## src/rtl/snake_board_raster.sv

```systemverilog
`default_nettype none
// ============================================================================
// Module      : snake_board_raster
// Description : Snapshots the snake core state on each frame Start, rasterizes
//               it one segment per clock into a double-buffered 16x16 bitmap
//               and answers registered per-cell body/head/food queries.
// Revision    : 1.0 - initial release
// ============================================================================
module snake_board_raster #(
    parameter int MAX_SEG = 16,
    parameter int LOC_W   = 8
) (
    input  logic                     Clk,
    input  logic                     Reset,
    input  logic                     Start,
    input  logic [3:0]               Length,
    input  logic [7:0]               Food,
    input  logic [MAX_SEG*LOC_W-1:0] Locations_Flat,
    input  logic [3:0]               Rd_X,
    input  logic [3:0]               Rd_Y,
    output logic                     Cell_Body,
    output logic                     Cell_Head,
    output logic                     Cell_Food,
    output logic                     Busy,
    output logic                     Done,
    output logic                     Collide,
    output logic                     Start_Miss
);

    typedef enum logic [1:0] {
        S_IDLE  = 2'd0,
        S_CLEAR = 2'd1,
        S_SCAN  = 2'd2,
        S_SWAP  = 2'd3
    } state_t;

    state_t                     r_state;
    logic [3:0]                 r_len;
    logic [7:0]                 r_food;
    logic [MAX_SEG*LOC_W-1:0]   r_locs;
    logic [3:0]                 r_idx;
    logic [255:0]               r_bmp0;
    logic [255:0]               r_bmp1;
    logic                       r_front_sel;
    logic [7:0]                 r_back_head;
    logic                       r_back_collide;
    logic [7:0]                 r_front_head;
    logic [7:0]                 r_front_food;
    logic                       r_front_collide;
    logic                       r_front_valid;
    logic                       r_cell_body;
    logic                       r_cell_head;
    logic                       r_cell_food;
    logic                       r_busy;
    logic                       r_done;
    logic                       r_start_miss;

    logic [MAX_SEG*LOC_W-1:0]   w_shifted;
    logic [7:0]                 w_slot;
    logic [7:0]                 w_slot0;
    logic [7:0]                 w_addr;
    logic                       w_back_bit;
    logic                       w_front_bit;

    // The current slot is brought to the top byte so the index never needs
    // arithmetic on the part-select base.
    always_comb begin
        w_shifted   = r_locs << {r_idx, 3'b000};
        w_slot      = w_shifted[MAX_SEG*LOC_W-1 -: LOC_W];
        w_slot0     = r_locs[MAX_SEG*LOC_W-1 -: LOC_W];
        w_addr      = {Rd_Y, Rd_X};
        w_back_bit  = r_front_sel ? r_bmp0[w_slot] : r_bmp1[w_slot];
        w_front_bit = r_front_sel ? r_bmp1[w_addr] : r_bmp0[w_addr];
    end

    always_ff @(posedge Clk) begin
        if (Reset) begin
            r_state         <= S_IDLE;
            r_len           <= 4'd0;
            r_food          <= 8'd0;
            r_locs          <= '0;
            r_idx           <= 4'd0;
            r_bmp0          <= '0;
            r_bmp1          <= '0;
            r_front_sel     <= 1'b0;
            r_back_head     <= 8'd0;
            r_back_collide  <= 1'b0;
            r_front_head    <= 8'd0;
            r_front_food    <= 8'd0;
            r_front_collide <= 1'b0;
            r_front_valid   <= 1'b0;
            r_cell_body     <= 1'b0;
            r_cell_head     <= 1'b0;
            r_cell_food     <= 1'b0;
            r_busy          <= 1'b0;
            r_done          <= 1'b0;
            r_start_miss    <= 1'b0;
        end else begin
            r_done      <= 1'b0;
            r_cell_body <= r_front_valid & w_front_bit;
            r_cell_head <= r_front_valid & (w_addr == r_front_head);
            r_cell_food <= r_front_valid & (w_addr == r_front_food);

            if (Start && (r_state != S_IDLE)) begin
                r_start_miss <= 1'b1;
            end

            case (r_state)
                S_IDLE: begin
                    if (Start) begin
                        r_len   <= Length;
                        r_food  <= Food;
                        r_locs  <= Locations_Flat;
                        r_busy  <= 1'b1;
                        r_state <= S_CLEAR;
                    end
                end
                S_CLEAR: begin
                    if (r_front_sel) begin
                        r_bmp0 <= '0;
                    end else begin
                        r_bmp1 <= '0;
                    end
                    r_idx          <= 4'd0;
                    r_back_collide <= 1'b0;
                    r_state        <= S_SCAN;
                end
                S_SCAN: begin
                    if (r_idx == 4'd0) begin
                        r_back_head <= w_slot;
                    end else begin
                        if (r_front_sel) begin
                            r_bmp0[w_slot] <= 1'b1;
                        end else begin
                            r_bmp1[w_slot] <= 1'b1;
                        end
                        // A repeated body cell or a body cell on the head is a self-hit.
                        if (w_back_bit || (w_slot == w_slot0)) begin
                            r_back_collide <= 1'b1;
                        end
                    end
                    if (r_idx == r_len) begin
                        r_busy  <= 1'b0;
                        r_done  <= 1'b1;
                        r_state <= S_SWAP;
                    end else begin
                        r_idx <= r_idx + 4'd1;
                    end
                end
                S_SWAP: begin
                    r_front_sel     <= ~r_front_sel;
                    r_front_head    <= r_back_head;
                    r_front_food    <= r_food;
                    r_front_collide <= r_back_collide;
                    r_front_valid   <= 1'b1;
                    r_state         <= S_IDLE;
                end
                default: begin
                    r_state <= S_IDLE;
                end
            endcase
        end
    end

    assign Cell_Body  = r_cell_body;
    assign Cell_Head  = r_cell_head;
    assign Cell_Food  = r_cell_food;
    assign Busy       = r_busy;
    assign Done       = r_done;
    assign Collide    = r_front_collide;
    assign Start_Miss = r_start_miss;

endmodule
`default_nettype wire
```

## config.mk

```make
export PLATFORM = sky130hd
export DESIGN_NAME = snake_board_raster
export DESIGN_NICKNAME = d
export VERILOG_FILES = /design/src/rtl/snake_board_raster.sv
export SDC_FILE = /design/constraint.sdc
export NUM_CORES = 2
export LEC_CHECK = 0
export ABC_AREA = 1
export BUFFER_PORTS_ARGS = -buffer_cell sky130_fd_sc_hd__buf_2
export CORE_ASPECT_RATIO = 0.9
export CORE_UTILIZATION = 55
export CTS_CLUSTER_DIAMETER = 150
export CTS_CLUSTER_SIZE = 30
export DETAILED_ROUTE_END_ITERATION = 8
export MAX_ROUTING_LAYER = met4
export PLACE_DENSITY = 0.72
export SLEW_MARGIN = 20
export SYNTH_ARGS = -nofsm -noshare
export SYNTH_HDL_FRONTEND = slang
export SYNTH_SLANG_ARGS = --single-unit
```

## constraint.sdc

```tcl
create_clock -name Clk -period 6.6 [get_ports Clk]
set_input_delay 1.98 -clock Clk [delete_from_list [all_inputs] [get_ports Clk]]
set_output_delay 1.98 -clock Clk [all_outputs]
set_load 0.01 [all_outputs]
```

# Word level (Yosys, flattened, before mapping)
# Cells that the tools add are included.
dict set report classes {
  add_sub_neg 1
  magnitude_cmp 3
  eq_ne 16
  shift 1
  mux 32
  n_bitwise 7
  reduce_logical 17
}
# operator n
set op_table {}
lappend op_table {{2-to-1 mux 256 bit} 6}
lappend op_table {{case mux 256 bit (2 select lines)} 2}
lappend op_table {{bitwise OR 256 bit} 2}
lappend op_table {{left shift 128 x 7 -> 128 bit} 1}
lappend op_table {{binary-select mux 1 bit (select 8 bit)} 4}
lappend op_table {{equality test 8 bit} 3}
lappend op_table {{< comparator 8 x 9 -> 1 bit (second input constant)} 2}
lappend op_table {{inequality test 2 bit (second input constant)} 9}
lappend op_table {{2-to-1 mux 1 bit} 12}
lappend op_table {{demux 1 bit (select 8 bit)} 1}
lappend op_table {{greater-or-equal comparator 8 x 1 -> 1 bit (second input constant)} 1}
lappend op_table {{case mux 2 bit (4 select lines)} 1}
lappend op_table {{case mux 4 bit (2 select lines)} 1}
lappend op_table {{AND reduction 2 bit} 4}
lappend op_table {{AND reduction 4 bit} 2}
lappend op_table {{AND reduction 3 bit} 2}
lappend op_table {{nonzero test 2 bit} 3}
lappend op_table {{adder 4 x 1 -> 4 bit (second input constant)} 1}
lappend op_table {{equality test 2 bit (second input constant)} 2}
lappend op_table {{equality test 4 bit} 1}
lappend op_table {{logical NOT 4 bit} 1}
lappend op_table {{2-to-1 mux 2 bit} 2}
lappend op_table {{2-to-1 mux 4 bit} 1}
lappend op_table {{case mux 1 bit (2 select lines)} 2}
lappend op_table {{7 further kinds} 11}
dict set report word_totals {
  register_bits 692
  inputBits 151
  output_inout_bits 7
  elab_cells 97
}

# Logic depth before layout (Yosys ltp)
dict set report logic_depth {
  ltp_word 9
  mapped_depth 28
  depth_no_buf 24
}

# Worst setup path after synthesis
# OpenSTA, ideal clock, no wires.
dict set report synth_path {
  path_type {in2reg}
  from {input Rd_X[0]}
  to {register r_cell_body, in the netlist Cell_Body}
  setup_time_ps 121
  arrival_ps 3879
  required_time_ps 6479
  setup_slack_ps 2600
  stages 11
  path_buffers 4
  cell_sequence {clkbuf_1 -> clkbuf_1 -> clkbuf_1 -> clkbuf_1 -> o21ai_0 -> a221oi_1 -> o22ai_1 -> nor2_1 -> o221ai_1 -> a31oi_1 -> a21oi_1}
}
dict set report synth_between {
  elab_chain_cells 4
  word_cells_on_any_way 6
  classes_between {5 x mux; 1 x bitwise}
}
# element line_no
set synth_rtl {}
lappend synth_rtl {{from (decl)} 19} ;# input logic [3:0] Rd_X,
lappend synth_rtl {{binary-select mux 1 bit (select 8 bit)} 73} ;# w_front_bit = r_front_sel ? r_bmp1[w_addr] : r_bmp0[w_addr];
lappend synth_rtl {{2-to-1 mux 1 bit (not written as such)} 73}
lappend synth_rtl {{2-to-1 mux 1 bit *} 73}
lappend synth_rtl {{AND 1 bit *} 100} ;# r_cell_body <= r_front_valid & w_front_bit;
lappend synth_rtl {{to (signal assigned)} 100}
lappend synth_rtl {{to (decl)} 51} ;# logic r_cell_body;
# Every way passes the cells marked *; elsewhere a longest branch is shown, timed or not. The select of a mux whose other input is x is not followed.
# A chain may end at the register's enable or synchronous reset.

# Worst setup path in the final report
dict set report layout_path {
  from {register r_idx[0]}
  to {register r_back_collide}
}
dict set report layout_between {
  elab_chain_cells 7
  word_cells_on_any_way 12
  classes_between {3 x eq/ne; 1 x shift; 5 x mux; 3 x reduce/logical}
}
# element line_no
set layout_rtl {}
lappend layout_rtl {{from (decl)} 41} ;# logic [3:0] r_idx;
lappend layout_rtl {{from (signal assigned)} 147} ;# r_idx <= r_idx + 4'd1;
lappend layout_rtl {{left shift 128 x 7 -> 128 bit} 68} ;# w_shifted = r_locs << {r_idx, 3'b000};
lappend layout_rtl {{binary-select mux 1 bit (select 8 bit)} 72} ;# w_back_bit = r_front_sel ? r_bmp0[w_slot] : r_bmp1[w_slot];
lappend layout_rtl {{2-to-1 mux 1 bit (not written as such)} 72}
lappend layout_rtl {{2-to-1 mux 1 bit} 72}
lappend layout_rtl {{logical OR 1 bit} 138} ;# if (w_back_bit || (w_slot == w_slot0)) begin
lappend layout_rtl {{inequality test 2 bit (no source line)} n/a}
lappend layout_rtl {{AND reduction 3 bit (no source line) *} n/a}
lappend layout_rtl {{to (signal assigned)} 87} ;# r_back_collide <= 1'b0;
lappend layout_rtl {{to (signal assigned)} 125} ;# r_back_collide <= 1'b0;
lappend layout_rtl {{to (signal assigned)} 139} ;# r_back_collide <= 1'b1;
lappend layout_rtl {{to (decl)} 46} ;# logic r_back_collide;
# Marked as above.

==> results.py <==
metrics = {
    "logic_synthesis": {
        "ys_seq_area_share_pct": 38.2,
        "synthCells": 5813,
        "synth_enable_flop_cells": 0,
        "synthFlopType": "dfxtp_1",
        "syn_area_mm2": 0.0362,
        "yosys_warnings": 0,
        "synth_seq_cells": 692,
        "synth.net_count": 5970,
        "synth_async_sr_flop_share_pct": 0,
        "synth.avg_cell_area_um2": 6.23,
        "synth_cell_types": 38,
    },
    "pwr": {
        "internal-power_mw": 6.01,
        "p_per_area_mw_per_mm2": 307,
        "switchingPower_mw": 5.54,
        "p_leak_nw": 13.7,
        "p_total_mw": 11.6,
        "netSwitchingFraction_pct": 47.9,
        "p_comb_share_pct": 41.1,
        "vdd_ir_drop_max_uv": 673,
        "clockPowerShare_pct": 18.6,
        "p_seq_share_pct": 40.3,
    },
    "grt": {
        "antenna_found_initial": 4,
        "grt_pass1_wl_mm": 193,
        "grt_max_degree": 225,
        "grt-ovfl-total": 0,
        "grt_pass1_vias": 34000,
        "grt_util_all_layers_pct": 37.2,
    },
    "sta": {
        "worst_slew_pin_slew_ns": 1.11,
        "period_share_pct": 74.8,
        "relSlewSlack_pct": 25.5,
        "fmax_mhz": 203,
        "slew_viol_final": 0,
        "skew_ns": 0.0528,
        "period_minus_slack_ns": 4.94,
        "rsz0062_at_grt": "false",
        "finalHoldViolCount": 0,
        "setup_tns_ns": 0,
        "setup_viol": 0,
    },
    "clock_tree": {
        "cts_root_buf": "clkbuf_16",
        "clk_latency_ns": 0.67,
        "cts_resized": 0,
        "cts.clk_slew.worst_paths_ns": 0.12,
        "cts_setup_buffers": 0,
        "holdBufCountCts": 0,
        "cts-buffers-inserted": 27,
        "h-tree-depth": 1,
        "cts_tree": "built",
        "clkSinkCount": 692,
        "cts_buffer_depth": 3,
    },
    "worst_setup_path": {
        "critical_path_depth": 24,
        "crit_type": "flip-flop to flip-flop",
        "path_buf_inv": 2,
        "cp_data_arrival_time_ns": 5.50,
        "endpoint_kind": "flip-flop",
        "r2r_cells": 24,
        "worstReg2RegStart": "r_idx[0]",
        "crit_chain": "inv_2, nand2_1, nand3_1, nand3_1, nand3_4, nand2_4, buf_12, o21ai_0, nand2_1, nand2_1, nand2_1, nand2_1, nor2_1, nor2_1, nor2_1, nand2_1, nand2_1, nand2_1, nor2_1, nand2_1, nand2_1, nand2_1, nand2_1, a21oi_1",
        "startpoint_type": "flip-flop",
        "slowest_stage": "dfxtp_2",
        "worst_path_largest_cell_delay_ns": 0.80,
        "ff2ff_setup_slack_ns": 1.66,
        "crit_required_ns": 7.17,
        "regToRegEndpoint": "r_back_collide",
        "cpLargestDelayFamily": "simple AND/OR/NAND/NOR gates",
        "cpMostUsedCell": "nand2_1",
        "crit_path_end": "r_back_collide",
        "critPathLaunch": "r_idx[0]",
        "path_max_fanout": 224,
    },
    "floorplan": {
        "dieArea_mm2": 0.0669,
        "die_w_um": 273,
        "die_y_um": 245,
        "ios": 158,
        "core_mm2": 0.0646,
        "rows": 88,
        "start_util_pct": 56.0,
    },
    "drt": {
        "drt-initial-drc-count": 5025,
        "vias": 37500,
        "wl_per_cell_um": 19.1,
        "dr.pass1.iters": 6,
        "vias_per_cell": 5.79,
        "drc": 0,
        "detail-route-antenna-nets": 0,
        "routed_wl_mm": 124,
    },
    "finish": {
        "final_cell_mix": "nand2_1, a21oi_1, nor2_1",
        "area_growth_pct": 3.87,
        "n_fill_cell": 6493,
        "drive_above_1_share_pct": 5.62,
        "layout_commonest_cell": "nand2_1",
        "nets": 5782,
    },
    "place": {
        "gp_congestion": 0.944,
        "dp_hpwl_mm": 73.7,
        "portBuffers": 157,
    },
    "run": {
        "cap_violations": 0,
    },
    "worst_hold_path": {
        "hold_path.class": "flip-flop to flip-flop",
    },
    "outcome": {
        "outcome": "complete, no violations",
    },
}
power groups by stage:
stage	Clock [mW]	Combinational [mW]	Sequential (mW)
6_report	2.15	4.75	4.65
5_1_grt	2.28	4.97	4.69
4_1_cts	2.15	4.58	4.65
3_5_place_dp	0	4.57	4.74
3_3_place_gp	0	4.56	4.74
2_1_floorplan	0	3.02	4.68
synthesized netlist by cell type (40+ instances only):
cell / number / area (um^2)
nand3_1: 152 / 761
a221oi_1: 55 / 482
buf_1: 40 / 150
dfxtp_1: 692 / 13900
o21ai_0: 690 / 3450
nor2_1: 698 / 2620
inv_1: 577 / 2170
buf_2: 104 / 521
nand2_1: 1596 / 5990
a21oi_1: 716 / 3580
clkbuf_1: 269 / 1010
worst reg2reg max path, delay by kind of cell (launching register included):
family | cells | cell delay, ns
buffers and inverters | 2 | 0.92
AND/OR/NAND/NOR | 20 | 2.81
flip-flops | 1 | 0.80
AO/OA/AOI/OAI | 2 | 0.33
sequential cells by signal, summed over array words and instances, names as in the netlist, 2 cells and up:
signal        cells
r_idx             4
r_len             4
r_back_head       8
r_state           2
r_front_head      8
r_bmp1          256
r_locs          128
r_front_food      8
r_bmp0          256
r_food            8
per-stage QoR:
stage               setup slack (ns)  area [um^2]  hold WS (ns)  utilization (%)  cells
CTS                             1.82        37600         0.459             58.2   6480
finish                          1.66        37600         0.462             58.2   6484
floorplan                       2.60        36200         0.420                -   5813
global route                    1.34        37600         0.472             58.2   6484
detailed placement              1.70        36900         0.443             57.1   6451
global placement                1.71        36900         0.436             57.1   6451
how the worst min path moves through the flow:
stage                     from          to  slack, ns  cells past startpoint
global placement    r_locs[20]  r_locs[20]       0.44                      2
finish              r_locs[20]  r_locs[20]       0.46                      2
floorplan           r_locs[20]  r_locs[20]       0.42                      2
global route        r_locs[21]  r_locs[21]       0.47                      2
detailed placement  r_locs[20]  r_locs[20]       0.44                      2
CTS                 r_locs[20]  r_locs[20]       0.46                      2
kinds of logic after synthesis:
family	after synthesis	share of synthesized area (%)
adders and majority gates	6	0.207
muxes	1	0.0276
buffers and inverters	1031	11.4
and+or+nand+nor	2482	26.6
xor gates and xnor gates	18	0.435
AOI/OAI and AO/OA	1583	23.0
DFF	692	38.2
layout make-up:
type	instances	area, um^2	share of cell area [%]
diodes	4	10.0	0.0266
clock buffers	27	676	1.80
clock inverters	2	50.0	0.133
inverters	594	2260	6.00
multi-input cells	4090	18300	48.7
flip-flops and latches	692	13900	36.8
well taps	855	1070	2.84
repair buffers	220	1380	3.66
layer usage:
metal / track usage, % / vias up / share of wire [%]
met3: 6.50 / 328 / 11
met1: 50.1 / 17100 / 42
met2: 55.0 / 1991 / 42
met5: - / - / 0
met4: 15.1 / 0 / 4.5
li1: - / 18100 / -
(Power assumes the default switching activity.)
